`config.mk`:
```
export PLATFORM = sky130hd
export DESIGN_NAME = axil_reg_slave
export DESIGN_NICKNAME = d
export VERILOG_FILES = /design/src/rtl/axil_reg_slave.sv
export SDC_FILE = /design/constraint.sdc
export NUM_CORES = 1
export LEC_CHECK = 0
export CAP_MARGIN = 20
export CELL_PAD_IN_SITES_DETAIL_PLACEMENT = 1
export CELL_PAD_IN_SITES_GLOBAL_PLACEMENT = 1
export CORE_AREA = 2 2 114 199
export DETAILED_ROUTE_END_ITERATION = 10
export DIE_AREA = 0 0 116 201
export PLACE_DENSITY_LB_ADDON = 0.1
export SETUP_SLACK_MARGIN = 0.05
export SLEW_MARGIN = 20
export SYNTH_ARGS = -nofsm -noshare
export SYNTH_HDL_FRONTEND = slang
export SYNTH_SLANG_ARGS = --single-unit
```
`constraint.sdc`:
```
create_clock -name s_axi_aclk -period 5.2 [get_ports s_axi_aclk]
set_clock_uncertainty 0.1 [all_clocks]
set_input_delay 1.04 -clock s_axi_aclk [delete_from_list [all_inputs] [get_ports s_axi_aclk]]
set_output_delay 1.04 -clock s_axi_aclk [all_outputs]
set_load 0.03 [all_outputs]
```
`src/rtl/axil_reg_slave.sv`:
```
// AXI4-Lite register-bank responder: CTRL, DATA (RW), STATUS, RESULT (RO) at BASE_ADDR.
// Optional AXIL_STATUS_RDCLR_EN: an OKAY read of STATUS clears it.
module axil_reg_slave #(
    parameter int unsigned DATA_WIDTH = 32,
    parameter int unsigned ADDR_WIDTH = 8,
    parameter int unsigned RESP_WIDTH = 3,
    parameter int unsigned BASE_ADDR  = 0
) (
    input  logic                    s_axi_aclk,
    input  logic                    s_axi_areset,
    input  logic [ADDR_WIDTH-1:0]   s_axi_awaddr,
    input  logic                    s_axi_awvalid,
    output logic                    s_axi_awready,
    input  logic [DATA_WIDTH-1:0]   s_axi_wdata,
    input  logic [DATA_WIDTH/8:0]   s_axi_wstrb,
    input  logic                    s_axi_wvalid,
    output logic                    s_axi_wready,
    output logic [RESP_WIDTH-1:0]   s_axi_bresp,
    output logic                    s_axi_bvalid,
    input  logic                    s_axi_bready,
    input  logic [ADDR_WIDTH-1:0]   s_axi_araddr,
    input  logic                    s_axi_arvalid,
    output logic                    s_axi_arready,
    output logic [DATA_WIDTH-1:0]   s_axi_rdata,
    output logic [RESP_WIDTH-1:0]   s_axi_rresp,
    output logic                    s_axi_rvalid,
    input  logic                    s_axi_rready
);
    localparam int unsigned STRB_W = DATA_WIDTH / 8;
    localparam logic [RESP_WIDTH-1:0] RESP_OKAY   = RESP_WIDTH'(0);
    localparam logic [RESP_WIDTH-1:0] RESP_SLVERR = RESP_WIDTH'(2);

    typedef enum logic {W_IDLE, W_RESP} wstate_e;
    typedef enum logic {R_IDLE, R_DATA} rstate_e;

    wstate_e                 wstate_q, wstate_d;
    rstate_e                 rstate_q, rstate_d;
    logic                    aw_held_q, aw_held_d, w_held_q, w_held_d;
    logic [ADDR_WIDTH-1:0]   awaddr_q, awaddr_d;
    logic [DATA_WIDTH-1:0]   wdata_q, wdata_d;
    logic [STRB_W-1:0]       wstrb_q, wstrb_d;
    logic                    awready_q, awready_d, wready_q, wready_d;
    logic                    bvalid_q, bvalid_d, arready_q, arready_d, rvalid_q, rvalid_d;
    logic [RESP_WIDTH-1:0]   bresp_q, bresp_d, rresp_q, rresp_d;
    logic [DATA_WIDTH-1:0]   rdata_q, rdata_d;
    logic [DATA_WIDTH-1:0]   ctrl_q, ctrl_d, data_q, data_d, status_q, status_d, result_q, result_d;

    logic                    commit_c, commit_ok_c, status_clr_c;
    logic [ADDR_WIDTH-1:0]   eff_addr;
    logic [DATA_WIDTH-1:0]   eff_data;
    logic [STRB_W-1:0]       eff_strb;
    logic                    wstrb_unused;

    // Top strobe bit only pads the bus port width.
    assign wstrb_unused = s_axi_wstrb[STRB_W];

    function automatic logic addr_ok(input logic [ADDR_WIDTH-1:0] addr);
        return (32'(addr - ADDR_WIDTH'(BASE_ADDR)) < 32'd16) && (addr[1:0] == 2'b00);
    endfunction

    function automatic logic [1:0] addr_idx(input logic [ADDR_WIDTH-1:0] addr);
        return 2'((addr - ADDR_WIDTH'(BASE_ADDR)) >> 2);
    endfunction

    function automatic logic [DATA_WIDTH-1:0] merge(input logic [DATA_WIDTH-1:0] old_v,
                                                   input logic [DATA_WIDTH-1:0] new_v,
                                                   input logic [STRB_W-1:0]     strb);
        logic [DATA_WIDTH-1:0] res;
        res = old_v;
        for (int i = 0; i < int'(STRB_W); i++) begin
            if (strb[i]) res[i*8 +: 8] = new_v[i*8 +: 8];
        end
        return res;
    endfunction

    // Write FSM: latch AW and W independently, commit when both are held.
    always_comb begin
        wstate_d    = wstate_q;
        aw_held_d   = aw_held_q;
        w_held_d    = w_held_q;
        awaddr_d    = awaddr_q;
        wdata_d     = wdata_q;
        wstrb_d     = wstrb_q;
        bvalid_d    = bvalid_q;
        bresp_d     = bresp_q;
        commit_c    = 1'b0;
        commit_ok_c = 1'b0;
        eff_addr    = aw_held_q ? awaddr_q : s_axi_awaddr;
        eff_data    = w_held_q ? wdata_q : s_axi_wdata;
        eff_strb    = w_held_q ? wstrb_q : s_axi_wstrb[STRB_W-1:0];
        case (wstate_q)
            W_IDLE: begin
                if (s_axi_awvalid && awready_q) begin
                    aw_held_d = 1'b1;
                    awaddr_d  = s_axi_awaddr;
                end
                if (s_axi_wvalid && wready_q) begin
                    w_held_d = 1'b1;
                    wdata_d  = s_axi_wdata;
                    wstrb_d  = s_axi_wstrb[STRB_W-1:0];
                end
                if (aw_held_d && w_held_d) begin
                    commit_c    = 1'b1;
                    commit_ok_c = addr_ok(eff_addr) && (addr_idx(eff_addr) < 2'd2);
                    bvalid_d    = 1'b1;
                    bresp_d     = commit_ok_c ? RESP_OKAY : RESP_SLVERR;
                    wstate_d    = W_RESP;
                end
            end
            W_RESP: begin
                if (s_axi_bready) begin
                    bvalid_d  = 1'b0;
                    aw_held_d = 1'b0;
                    w_held_d  = 1'b0;
                    wstate_d  = W_IDLE;
                end
            end
            default: wstate_d = W_IDLE;
        endcase
        awready_d = !aw_held_d && !bvalid_d;
        wready_d  = !w_held_d && !bvalid_d;
    end

    // Read FSM: register the response on the AR handshake, hold until rready.
    always_comb begin
        rstate_d     = rstate_q;
        rvalid_d     = rvalid_q;
        rdata_d      = rdata_q;
        rresp_d      = rresp_q;
        status_clr_c = 1'b0;
        case (rstate_q)
            R_IDLE: begin
                if (s_axi_arvalid && arready_q) begin
                    rvalid_d = 1'b1;
                    rstate_d = R_DATA;
                    if (addr_ok(s_axi_araddr)) begin
                        rresp_d = RESP_OKAY;
                        case (addr_idx(s_axi_araddr))
                            2'd0:    rdata_d = ctrl_q;
                            2'd1:    rdata_d = data_q;
                            2'd2:    rdata_d = status_q;
                            default: rdata_d = result_q;
                        endcase
`ifdef AXIL_STATUS_RDCLR_EN
                        status_clr_c = (addr_idx(s_axi_araddr) == 2'd2);
`endif
                    end else begin
                        rresp_d = RESP_SLVERR;
                        rdata_d = '0;
                    end
                end
            end
            R_DATA: begin
                if (s_axi_rready) begin
                    rvalid_d = 1'b0;
                    rstate_d = R_IDLE;
                end
            end
            default: rstate_d = R_IDLE;
        endcase
        arready_d = !rvalid_d;
    end

    // Register bank; a read-clear of STATUS precedes a same-edge increment.
    always_comb begin
        ctrl_d   = ctrl_q;
        data_d   = data_q;
        status_d = status_q;
        result_d = ctrl_q + data_q;
        if (status_clr_c) status_d = '0;
        if (commit_c && commit_ok_c) begin
            status_d = status_d + DATA_WIDTH'(1);
            if (addr_idx(eff_addr) == 2'd0) ctrl_d = merge(ctrl_q, eff_data, eff_strb);
            else                            data_d = merge(data_q, eff_data, eff_strb);
        end
    end

    always_ff @(posedge s_axi_aclk) begin
        if (s_axi_areset) begin
            wstate_q  <= W_IDLE;
            rstate_q  <= R_IDLE;
            aw_held_q <= 1'b0;
            w_held_q  <= 1'b0;
            awaddr_q  <= '0;
            wdata_q   <= '0;
            wstrb_q   <= '0;
            awready_q <= 1'b0;
            wready_q  <= 1'b0;
            bvalid_q  <= 1'b0;
            bresp_q   <= '0;
            arready_q <= 1'b0;
            rvalid_q  <= 1'b0;
            rdata_q   <= '0;
            rresp_q   <= '0;
            ctrl_q    <= '0;
            data_q    <= '0;
            status_q  <= '0;
            result_q  <= '0;
        end else begin
            wstate_q  <= wstate_d;
            rstate_q  <= rstate_d;
            aw_held_q <= aw_held_d;
            w_held_q  <= w_held_d;
            awaddr_q  <= awaddr_d;
            wdata_q   <= wdata_d;
            wstrb_q   <= wstrb_d;
            awready_q <= awready_d;
            wready_q  <= wready_d;
            bvalid_q  <= bvalid_d;
            bresp_q   <= bresp_d;
            arready_q <= arready_d;
            rvalid_q  <= rvalid_d;
            rdata_q   <= rdata_d;
            rresp_q   <= rresp_d;
            ctrl_q    <= ctrl_d;
            data_q    <= data_d;
            status_q  <= status_d;
            result_q  <= result_d;
        end
    end

    assign s_axi_awready = awready_q;
    assign s_axi_wready  = wready_q;
    assign s_axi_bvalid  = bvalid_q;
    assign s_axi_bresp   = bresp_q;
    assign s_axi_arready = arready_q;
    assign s_axi_rvalid  = rvalid_q;
    assign s_axi_rdata   = rdata_q;
    assign s_axi_rresp   = rresp_q;
endmodule

```
==> results of run 1 <==
## registers in the layout (all words and copies together), names as in the netlist
| name | count |
|---|---|
| s_axi_rvalid | 1 |
| s_axi_awready | 1 |
| awaddr_q | 8 |
| result_q | 32 |
| s_axi_arready | 1 |
| ctrl_q | 32 |
| wstate_q | 1 |
| rstate_q | 1 |
| s_axi_rdata | 32 |
| data_q | 32 |
| status_q | 32 |
| w_held_q | 1 |
| s_axi_wready | 1 |
| s_axi_bvalid | 1 |
| s_axi_bresp | 1 |
| wstrb_q | 4 |
| aw_held_q | 1 |
| s_axi_rresp | 1 |
| wdata_q | 32 |
## worst reg2reg max path: cells and delay by family, from the launching register on
| kind | cells | cell delay [ns] |
|---|---|---|
| compound gates | 4 | 1.47 |
| fa+ha+maj | 1 | 0.30 |
| flops | 1 | 0.36 |
| mux | 1 | 0.35 |
| simple gates | 3 | 0.90 |
## cells in the final DEF, fill, tap and decap left out, drive strengths merged, types with 15 or more instances in the layout
| cell type | n |
|---|---|
| mux2 | 33 |
| nor2 | 195 |
| clkdlybuf4s50 | 95 |
| mux2i | 76 |
| clkbuf | 29 |
| xnor2 | 19 |
| a21oi | 77 |
| ha | 32 |
| inv | 15 |
| dfxtp | 215 |
| nand3 | 23 |
| o21ai | 19 |
| xor2 | 35 |
| mux4 | 32 |
| a22oi | 32 |
| nand2 | 111 |
## per-stage QoR
step	worst slack (ns)	instances	util, %	hold slack [ns]
2_1_floorplan	2.15	1100	-	0.333
3_5_place_dp	0.939	1435	52.5	0.347
3_3_place_gp	1.04	1435	52.5	0.338
4_1_cts	1.44	1472	55.7	0.357
5_1_grt	1.17	1472	55.7	0.374
6_report	1.46	1472	55.7	0.355
## routing by layer
metal / track usage, % / part of all wire, % / wire (um)
met5: 0 / 0 / 0
met4: 10.6 / 4.4 / 1310
met3: 3.17 / 3.0 / 894
met2: 49.5 / 56 / 16400
met1: 27.0 / 37 / 10800
## kinds of logic after synthesis
| group | share of synthesized area, % |
|---|---|
| compound gates | 10.6 |
| xor+xnor | 4.59 |
| simple gates | 17.7 |
| fa+ha+maj | 4.08 |
| mux | 18.0 |
| flops | 41.7 |
| buf+inv | 3.36 |
| other cells | 0.0364 |
## final cells by class
cell class | count | area, um2
clock buffers | 29 | 616
clock inverters | 8 | 73.8
fillers | 2470 | 9660
inverters | 15 | 56.3
multi-input cells | 805 | 5680
flip-flops and latches | 215 | 4310
well taps | 296 | 370
repair buffers | 104 | 1030
## power breakdown
group	switching (W)	leakage (nW)	internal, W	total (W)
Combinational	0.000200	2.43	0.000134	0.000334
Sequential	0.0000205	1.74	0.00168	0.00170
Clock	0.000664	0.338	0.000878	0.00154
Total	0.000884	4.50	0.00269	0.00358
## worst paths after layout
kind                    from           end  slack, ns  depth (start not counted)
max          s_axi_awaddr[3]  status_q[28]       1.46                          9
min               wdata_q[4]    wdata_q[4]       0.35                          2
max reg2reg        ctrl_q[1]  result_q[29]       1.63                          9
min reg2reg       wdata_q[4]    wdata_q[4]       0.35                          2
==> results.yml, run 1 <==
finish:
  n_antenna_cell: 0
  drive_gt1_share_pct: 11.3
  nNetsFinal: 1255
  area_growth_pct: 17.7
  final_area_um2: 12100
global_routing:
  grt_pass1_wl_um: 46900
  grt-ovfl-total: 0
  antenna_found_initial: 0
  track_usage_pct: 25.7
  grt_max_degree: 135
  grt_pass1_vias: 8910
clock_network:
  htreeDepth: 1
  cts_buffer_depth: 3
  clk_pin_slew_worst_paths_ns: 0.06
  cts_setup_buffers: 0
  cts.hold.buffers_added: 0
  clockRootBuffer: "clkbuf_16"
  clk_latency_ns: 0.51
  cts_tree: "done"
  cts_resized: 0
  clock_sinks: 215
  cts_buffers: 21
worst_setup_path:
  critical_path_class: "in -> reg"
  cp_max_fo: 11
  crit_buf_inv: 1
  path_cells: "clkdlybuf4s50_1 > or2_2 > o22ai_1 > o211a_1 > nand3_1 > nor2_1 > nand3_1 > xor2_1 > nor2_1"
  critPathTopFamily: "simple AND/OR/NAND/NOR gates"
  critPathLaunchType: "input port"
  slowest_stage: "o211a_1"
  cp.arrival_ns: 4.00
  endpoint_kind: "register"
  cp.required_ns: 5.46
  max_stage_delay_ns: 0.52
min_path:
  hold_path.class: "reg -> reg"
detailed_routing:
  vias_per_cell: 5.65
  wl_per_cell_um: 20.0
  postRouteWirelength_um: 29400
  drtIter0Drc: 319
  drcViolationCount: 0
  drt_pass1_iterations: 6
  vias: 8319
  ant_nets: 0
timing:
  tightest_slew_ns: 1.04
  period_share_pct: 72.0
  max_clock_freq_mhz: 267
  setup_tns_ns: 0
  maxSlewViolCount: 0
  maxSlewHeadroom_pct: 30.5
  finalCriticalPeriod_ns: 3.74
  finalHoldViolCount: 0
  setup_viol: 0
  rsz0062_at_grt: "false"
die:
  die_x_um: 116
  io_pins: 103
  fp-row-count: 72
  dieHeight_um: 201
  dieArea_um2: 23300
  coreArea_um2: 21800
  initial_core_util_pct: 47.3
synthesis:
  synth_enable_flop_cells: 0
  syn-cell-area_um2: 10300
  ys_top_cells_by_area: "dfxtp_1 42%, mux2i_1 7.4%, mux4_2 7.0%"
  ys_types: 62
  ys_seq_area_share_pct: 41.7
  ys_ff_latch: 215
  syn_area_per_cell_um2: 9.40
  async_reset_ff_share_pct: 0
  synth_top_flop_cell: "dfxtp_1"
  yosys_warnings: 0
  yosys.area.top_type: "dfxtp_1"
  yosysMostFrequentCell: "dfxtp_1"
  synth_top_cell_area_share_pct: 41.7
  netlist_instances: 1097
  synth_commonest_cells: "215 x dfxtp_1, 187 x nor2_1, 111 x nand2_1"
placed_design:
  place_area_um2: 11400
  place_congestion: 0.855
  dp_hpwl_um: 20700
  io_buffers: 97
pwr:
  power_leakage_nw: 4.50
  peakVddDrop_uv: 283
  power_w: 0.00358
  powerDensity_nw_per_um2: 295
run_status:
  status: "completed"
flow_run:
  drv_cap: 0
No activity file was read; power rests on OpenSTA's default activity.
==> run 2, diff against run 1 <==
--- a/config.mk
+++ b/config.mk
@@ -8,9 +8,9 @@
 export CAP_MARGIN = 20
 export CELL_PAD_IN_SITES_DETAIL_PLACEMENT = 1
 export CELL_PAD_IN_SITES_GLOBAL_PLACEMENT = 1
-export CORE_AREA = 2 2 114 199
+export CORE_AREA = 2 2 119 208
 export DETAILED_ROUTE_END_ITERATION = 10
-export DIE_AREA = 0 0 116 201
+export DIE_AREA = 0 0 121 210
 export PLACE_DENSITY_LB_ADDON = 0.1
 export SETUP_SLACK_MARGIN = 0.05
 export SLEW_MARGIN = 20
==> constraint.sdc (replaced) <==
create_clock -name s_axi_aclk -period 3.75 [get_ports s_axi_aclk]
set_clock_uncertainty 0.1 [all_clocks]
set_input_delay 0.75 -clock s_axi_aclk [delete_from_list [all_inputs] [get_ports s_axi_aclk]]
set_output_delay 0.75 -clock s_axi_aclk [all_outputs]
set_load 0.03 [all_outputs]
==> run 2 against run 1 <==
Against the previous run:
- final area up 1.8%
- first-iteration DRC count rose by 12%
- critical path depth grew 1
- non-clock buffer count up 21
- final cell count is 2.0% higher
- critical path type is now reg -> reg
- hold slack worse by 0.0043 ns
- sequential cell count is the same
- register-to-register slack worse by 1.3 ns
- power rose by 41%
- sequential share of layout area shrank 0.62 points
- via count decreased by 1.0%
- core utilization fell by 3.6 points
==> results.yml, run 2 (synthesis gave the netlist of run 1 again) <==
detailed_routing:
  postRouteWirelength_um: 29700
  wl_per_cell_um: 19.8
  ant_nets: 0
  drcViolationCount: 0
  vias: 8233
  drt_pass1_iterations: 4
  drtIter0Drc: 357
  vias_per_cell: 5.49
finish:
  nFillCells: 2714
  regArea_um2: 4310
  nNetsFinal: 1277
  final_common_cell: "dfxtp_1"
  multiInputGateArea_um2: 5680
  area_growth_pct: 19.8
  layout_common_cells: "214 x dfxtp_1, 186 x nor2_1, 111 x nand2_1"
  drive_gt1_share_pct: 12.5
global_routing:
  grt_pass1_vias: 8742
  track_usage_pct: 23.6
  grt_pass1_wl_um: 47200
  grt_max_degree: 73
  grt-ovfl-total: 0
  antenna_found_initial: 1
pwr:
  powerDensity_nw_per_um2: 408
  power_w: 0.00504
  peakVddDrop_uv: 331
  power_leakage_nw: 4.62
die:
  io_pins: 103
  coreArea_um2: 23700
  fp-row-count: 75
  initial_core_util_pct: 43.4
  dieArea_um2: 25400
  die_x_um: 121
  dieHeight_um: 210
clock_network:
  clk_latency_ns: 0.53
  htreeDepth: 1
  clk_pin_slew_worst_paths_ns: 0.06
  clockRootBuffer: "clkbuf_16"
  cts_resized: 0
  cts.hold.buffers_added: 0
  clock_sinks: 215
  cts_buffers: 22
  cts_tree: "done"
  cts_buffer_depth: 3
  cts_setup_buffers: 0
worst_setup_path:
  crit_buf_inv: 0
  cp.arrival_ns: 3.68
  cp_max_fo: 3
  slowest_stage: "fa_1"
  critPathLaunchType: "register"
  endpoint_kind: "register"
  path_cells: "ha_1 > fa_1 > a21o_1 > a221oi_2 > o21ai_0 > a21oi_1 > o211ai_1 > a21boi_0 > xor2_1 > nor2_1"
  rrSetupSlack_ns: 0.35
  max_stage_delay_ns: 0.43
  critical_path_class: "reg -> reg"
  critPathTopFamily: "compound AO/OA/AOI/OAI gates"
  cp.required_ns: 4.04
timing:
  period_share_pct: 90.6
  maxSlewHeadroom_pct: 35.8
  rsz0062_at_grt: "false"
  tightest_slew_ns: 0.962
  maxSlewViolCount: 0
  max_clock_freq_mhz: 294
  finalHoldViolCount: 0
  finalCriticalPeriod_ns: 3.40
  setup_viol: 0
  setup_tns_ns: 0
min_path:
  hold_path.class: "reg -> reg"
flow_run:
  drv_cap: 0
run_status:
  status: "completed"
placed_design:
  dp_hpwl_um: 21300
  io_buffers: 97
  place_congestion: 0.876
-- run 2: final cells by class --
class	instances	share of cell area [%]
Sequential cell	215	34.8
Timing Repair Buffer	125	9.93
Tap cell	308	3.12
Clock buffer	28	5.05
Inverter	15	0.456
Antenna cell	1	0.0203
Multi-Input combinational cell	805	46.0
Clock inverter	4	0.567
-- run 2: worst reg2reg max path, delay by kind of cell, from the launching register on --
family | cells | cell delay, ns
AOI/OAI and AO/OA | 6 | 1.87
adders and majority gates | 2 | 0.66
DFF | 1 | 0.33
xor gates and xnor gates | 1 | 0.24
and+or+nand+nor | 1 | 0.07
-- run 2: metal layers --
metal | global-route usage (%) | routed length [um] | vias up | share of wire (%)
met2 | 46.9 | 17000 | 105 | 57
met5 | 0 | 0 | - | 0
li1 | - | - | 4008 | -
met3 | 2.33 | 743 | 43 | 2.5
met1 | 25.1 | 11100 | 4077 | 37
met4 | 8.42 | 857 | 0 | 2.9
-- run 2: path summary, 6_finish.rpt --
kind	cells past startpoint	endpoint	startpoint
hold / removal	2	wdata_q[27]	wdata_q[27]
setup reg to reg	10	result_q[26]	ctrl_q[0]
hold reg to reg	2	wdata_q[27]	wdata_q[27]
setup / recovery	10	result_q[26]	ctrl_q[0]
-- run 2: power breakdown --
part | internal [W] | switching [W] | total [W]
Sequential | 0.00233 | 0.0000286 | 0.00236
Combinational | 0.000199 | 0.000276 | 0.000475
Clock | 0.00129 | 0.000912 | 0.00221
Total | 0.00383 | 0.00122 | 0.00504
-- run 2: per-stage QoR --
| stage | area (um2) | setup slack [ns] | hold WS (ns) | instances | utilization (%) |
|---|---|---|---|---|---|
| finish | 12400 | 0.353 | 0.351 | 1501 | 52.0 |
| global route | 12400 | 0.167 | 0.375 | 1501 | 52.0 |
| CTS | 12400 | 0.322 | 0.355 | 1500 | 52.0 |
| detailed placement | 11700 | 0.222 | 0.347 | 1468 | 49.1 |
| global placement | 11700 | 0.266 | 0.338 | 1468 | 49.1 |
| floorplan | 10300 | 0.989 | 0.333 | 1100 | - |
==> edit 1: new RTL, flow settings as in run 1 <==
Build with the macro `AXIL_STATUS_RDCLR_EN` defined.
--- a/src/rtl/axil_reg_slave.sv
+++ b/src/rtl/axil_reg_slave.sv
@@ -2,2 +2,4 @@
 // Optional AXIL_STATUS_RDCLR_EN: an OKAY read of STATUS clears it.
+`define AXIL_STATUS_RDCLR_EN
+
 module axil_reg_slave #(
Behaviour: not the same (a bounded check fails within 10 cycles, from zero or initial values and one cycle with s_axi_areset high).
==> edit 1 against run 1 <==
- non-clock buffer count rose by 3
- register-to-register slack got worse by 0.37 ns
- count of clock-buffer cells in the layout rose by 1
- power fell by 2.1%
- combinational power barely moved
- synthesized cell count rose by 0.36%
- global-route usage fell by 1.1 points
- design area fell by 0.28%
- sequential share of layout area rose by 0.099 points
- synthesized area fell by 0.42%
- sequential cell count did not move
- via count fell by 0.14%
- worst setup slack got worse by 0.20 ns
- wire length fell by 3.4%
- largest cell class unchanged
- largest power group unchanged
- highest routed layer unchanged
==> edit 1: results (changes against run 1) <==
largest net degree at the start of global routing - 106 (-21%)
I/O Buffers - 97 (unchanged)
first-pass GRT wire length - 45210 um (-3.7%)
leak pwr - 0.004391 uW (-2.5%)
peak supply drop - 306.7 uV (+8.5%)
setup TNS - 0 ns (unchanged)
DP Wirelength - 19860 um (-4.1%)
FF-to-FF setup slack - 1.26 ns (-0.37 ns)
CP max stage cell - nor3b_1
clk slew on worst S/H paths - 0.06 ns (about the same)
Tmin final - 3.941 ns (+0.1984 ns)
WL final - 28420 um (-3.4%)
cell family with most CP delay - compound AO/OA/AOI/OAI gates
most area-consuming cells after synthesis - dfxtp_1 (42%), mux2i_1 (7.5%), mux4_2 (7.0%)
initial DRC count - 389 (+22%)
post-DR vias/cell - 5.609 (-0.75%)
synth cell count leaders - dfxtp_1 (215), nor2_1 (190), nand2_1 (118), mux2i_1 (77), a21oi_1 (67)
# nets final - 1265 (+0.80%)
Async S/R FF share, synth - 0 (unchanged)
H-tree Lvls - 1 (unchanged)
Seq/Total Area, Yosys - 0.4191 (+0.001779)
Synth cell types - 64 (+3.2%)
yosys warns - 0 (unchanged)
number of global-route vias before repair - 8800 (-1.2%)
CP peak stage delay - 0.59 ns (+0.07 ns)
outcome - completed
CP Data Arrival Time - 4.23 ns (+0.23 ns)
WL met2 - 15550 um (-5.4%)
worst skew pair latency - 0.50 ns
Max Used Layer - met4
clock root cell - clkbuf_16
proportion of layout cells with a drive suffix above 1 - 0.1056 (-0.007521)
post_cts resized - 0 (unchanged)
setup bufs post-CTS - 0 (unchanged)
gr usage total - 0.2451 (-0.01144)
CTS buffer count - 21 (unchanged)
1st-pass router iterations - 4 (-2)
Place WS - 0.8886 ns (-0.05004 ns)
met3 wire len - 898 um (+0.45%)
M1 WL - 11150 um (+3.5%)
GPL Wtd Cong - 0.8154 (-4.6%)
initial antenna violation count - 1 (+1)
worst min path class - register to register
slew margin rel. - 0.3543 (+0.04921)
CP Max Fanout - 4 (-7)
switching share of power - 0.2410 (-0.005990)
==> edit 1: layout make-up <==
| type | count | area, sq um |
|---|---|---|
| Multi-Input combinational cell | 813 | 5677 |
| Inverter | 14 | 52.55 |
| Antenna cell | 1 | 2.502 |
| Sequential cell | 215 | 4305 |
| Tap cell | 296 | 370.4 |
| Clock buffer | 30 | 589.3 |
| Timing Repair Buffer | 107 | 1057 |
| Fill cell | 2522 | 9697 |
| Clock inverter | 5 | 50.05 |
==> edit 1: through the flow <==
step | power [uW] | hold slack, ns | cells | cell area, sq um
floorplan | 1944 | 0.3329 | 1104 | 10280
global placement | 2064 | 0.3382 | 1444 | 11430
detailed placement | 2079 | 0.3468 | 1445 | 11460
CTS | 3541 | 0.3554 | 1480 | 12100
global route | 3639 | 0.3742 | 1481 | 12100
finish | 3501 | 0.3519 | 1481 | 12100
==> edit 1: kinds of logic after synthesis <==
family,synth area share
AOI/OAI and AO/OA,0.1096
other,0.0003651
buffers and inverters,0.03009
and+or+nand+nor,0.1752
DFF,0.4191
xor gates and xnor gates,0.04008
muxes,0.1847
adders and majority gates,0.04093
==> edit 1: path summary, 6_finish.rpt <==
kind,cells past startpoint,end,startpoint
setup reg to reg,10,result_q[31],ctrl_q[1]
setup / recovery,10,result_q[31],ctrl_q[1]
hold reg to reg,2,wdata_q[11],wdata_q[11]
hold / removal,2,wdata_q[11],wdata_q[11]
==> edit 1: layer usage <==
layer / GRT usage / up-vias
met2: 0.4643 / 132
met5: 0 / -
met1: 0.2793 / 4157
met3: 0.02536 / 50
met4: 0.07993 / 0
li1: - / 3968
==> edit 1: power by group through the flow <==
stage	registers [uW]	clock network, uW	logic (uW)
after floorplan	1750	0	194
after global placement	1740	0	324
after detailed placement	1740	0	337
after CTS	1710	1500	339
after global routing	1710	1570	364
final	1710	1460	335
==> edit 2: new RTL, config.mk and constraints of run 1 <==
Without the edit above. Take the reset off `wdata_q` and load it in a clocked block of its own.
--- a/src/rtl/axil_reg_slave.sv
+++ b/src/rtl/axil_reg_slave.sv
@@ -184,3 +184,2 @@
             awaddr_q  <= '0;
-            wdata_q   <= '0;
             wstrb_q   <= '0;
@@ -204,3 +203,2 @@
             awaddr_q  <= awaddr_d;
-            wdata_q   <= wdata_d;
             wstrb_q   <= wstrb_d;
@@ -221,2 +219,6 @@
 
+    always_ff @(posedge s_axi_aclk) begin
+        wdata_q <= wdata_d;
+    end
+
     assign s_axi_awready = awready_q;
Check against the original RTL: no difference found for any inputs over 4 cycles, from zero or initial values and one cycle with s_axi_areset high; that may be too few to reach the edited logic, so the function may still have changed.
==> edit 2 against run 1 <==
- global-route usage is 0.87 points higher
- wire length is 3.7% higher
- worst setup slack better by 0.22 ns
- synthesized area grew 3.6%
- sequential share of layout area rose by 1.5 points
- design area up 3.1%
- power shrank 1.3%
- sequential cell count stayed put
- largest power group unchanged
- highest routed layer unchanged
==> edit 2: results (changes against run 1) <==
outcome - completed
area of the multi-input gates - 5764 sq um (+1.4%)
Global Route met2 Usage - 0.5031 (+0.007728)
Place WS - 1.121 ns (+0.1825 ns)
GPL Wtd Cong - 0.8673 (+1.5%)
largest net degree at the start of global routing - 78 (-42%)
Core Util, Final - 0.5740 (+0.01728)
Synth cell types - 72 (+16%)
xor/xnor share of the synthesized area - 0.03525 (-0.01060)
initial antenna violation count - 1 (+1)
met3 wire len - 978 um (+9.4%)
CP Data Arrival Time - 3.76 ns (-0.24 ns)
clock buffers - 28 (-3.4%)
CP peak stage delay - 0.71 ns (+0.19 ns)
met3 usage - 0.02446 (-0.007246)
Non-clk invs - 14 (-1)
Area after DPL - 11860 sq um (+3.6%)
initial DRC count - 453 (+42%)
proportion of layout cells with a drive suffix above 1 - 0.1132 (about the same)
met1 usage - 0.2955 (+0.02540)
most area-consuming cells after synthesis - dfxtp_1 (34%), edfxtp_1 (9.0%), mux2i_1 (7.5%)
# nets final - 1218 (-2.9%)
cell count after synthesis - 1056 (-3.7%)
Seq/total area - 0.3696 (+0.01492)
comb_multi_in - 767 (-4.7%)
M1 WL - 11310 um (+5.0%)
placed cells - 1398 (-2.6%)
ClkCell Share - 0.05209 (-0.004709)
gr usage total - 0.2653 (+0.008686)
count leader, synth - nor2_1
synth cell count leaders - nor2_1 (185), dfxtp_1 (183), mux2i_1 (80), clkbuf_1 (48), a21oi_1 (44)
-- edit 2: changes by cell type after synthesis, moves of 9 or more --
cell	run 1	this run
a21oi_1	77	44
xor2_1	35	16
dfxtp_1	215	183
a211oi_1	2	11
edfxtp_1	0	32
nand2_1	111	43
and2_1	1	11
-- edit 2: cells by family after synthesis --
logic type               after synthesis
XOR/XNOR                              43
buffers and inverters                 77
adder cells (fa/ha/maj)               33
AND/OR/NAND/NOR                      359
flip-flops                           215
multiplexers                         152
AO/OA/AOI/OAI                        176
other                                  1
-- edit 2: path summary, 6_finish.rpt --
kind | to | depth (start not counted) | start
worst min register to register | wstrb_q[1] | 2 | wstrb_q[1]
worst min-delay path | wstrb_q[1] | 2 | wstrb_q[1]
worst max register to register | result_q[28] | 8 | ctrl_q[0]
worst max-delay path | ctrl_q[13] | 7 | s_axi_awaddr[7]
-- edit 2: report_power, final --
group	switching, uW	internal (uW)
clock	654	826
sequential	18.1	1730
combinational	180	125
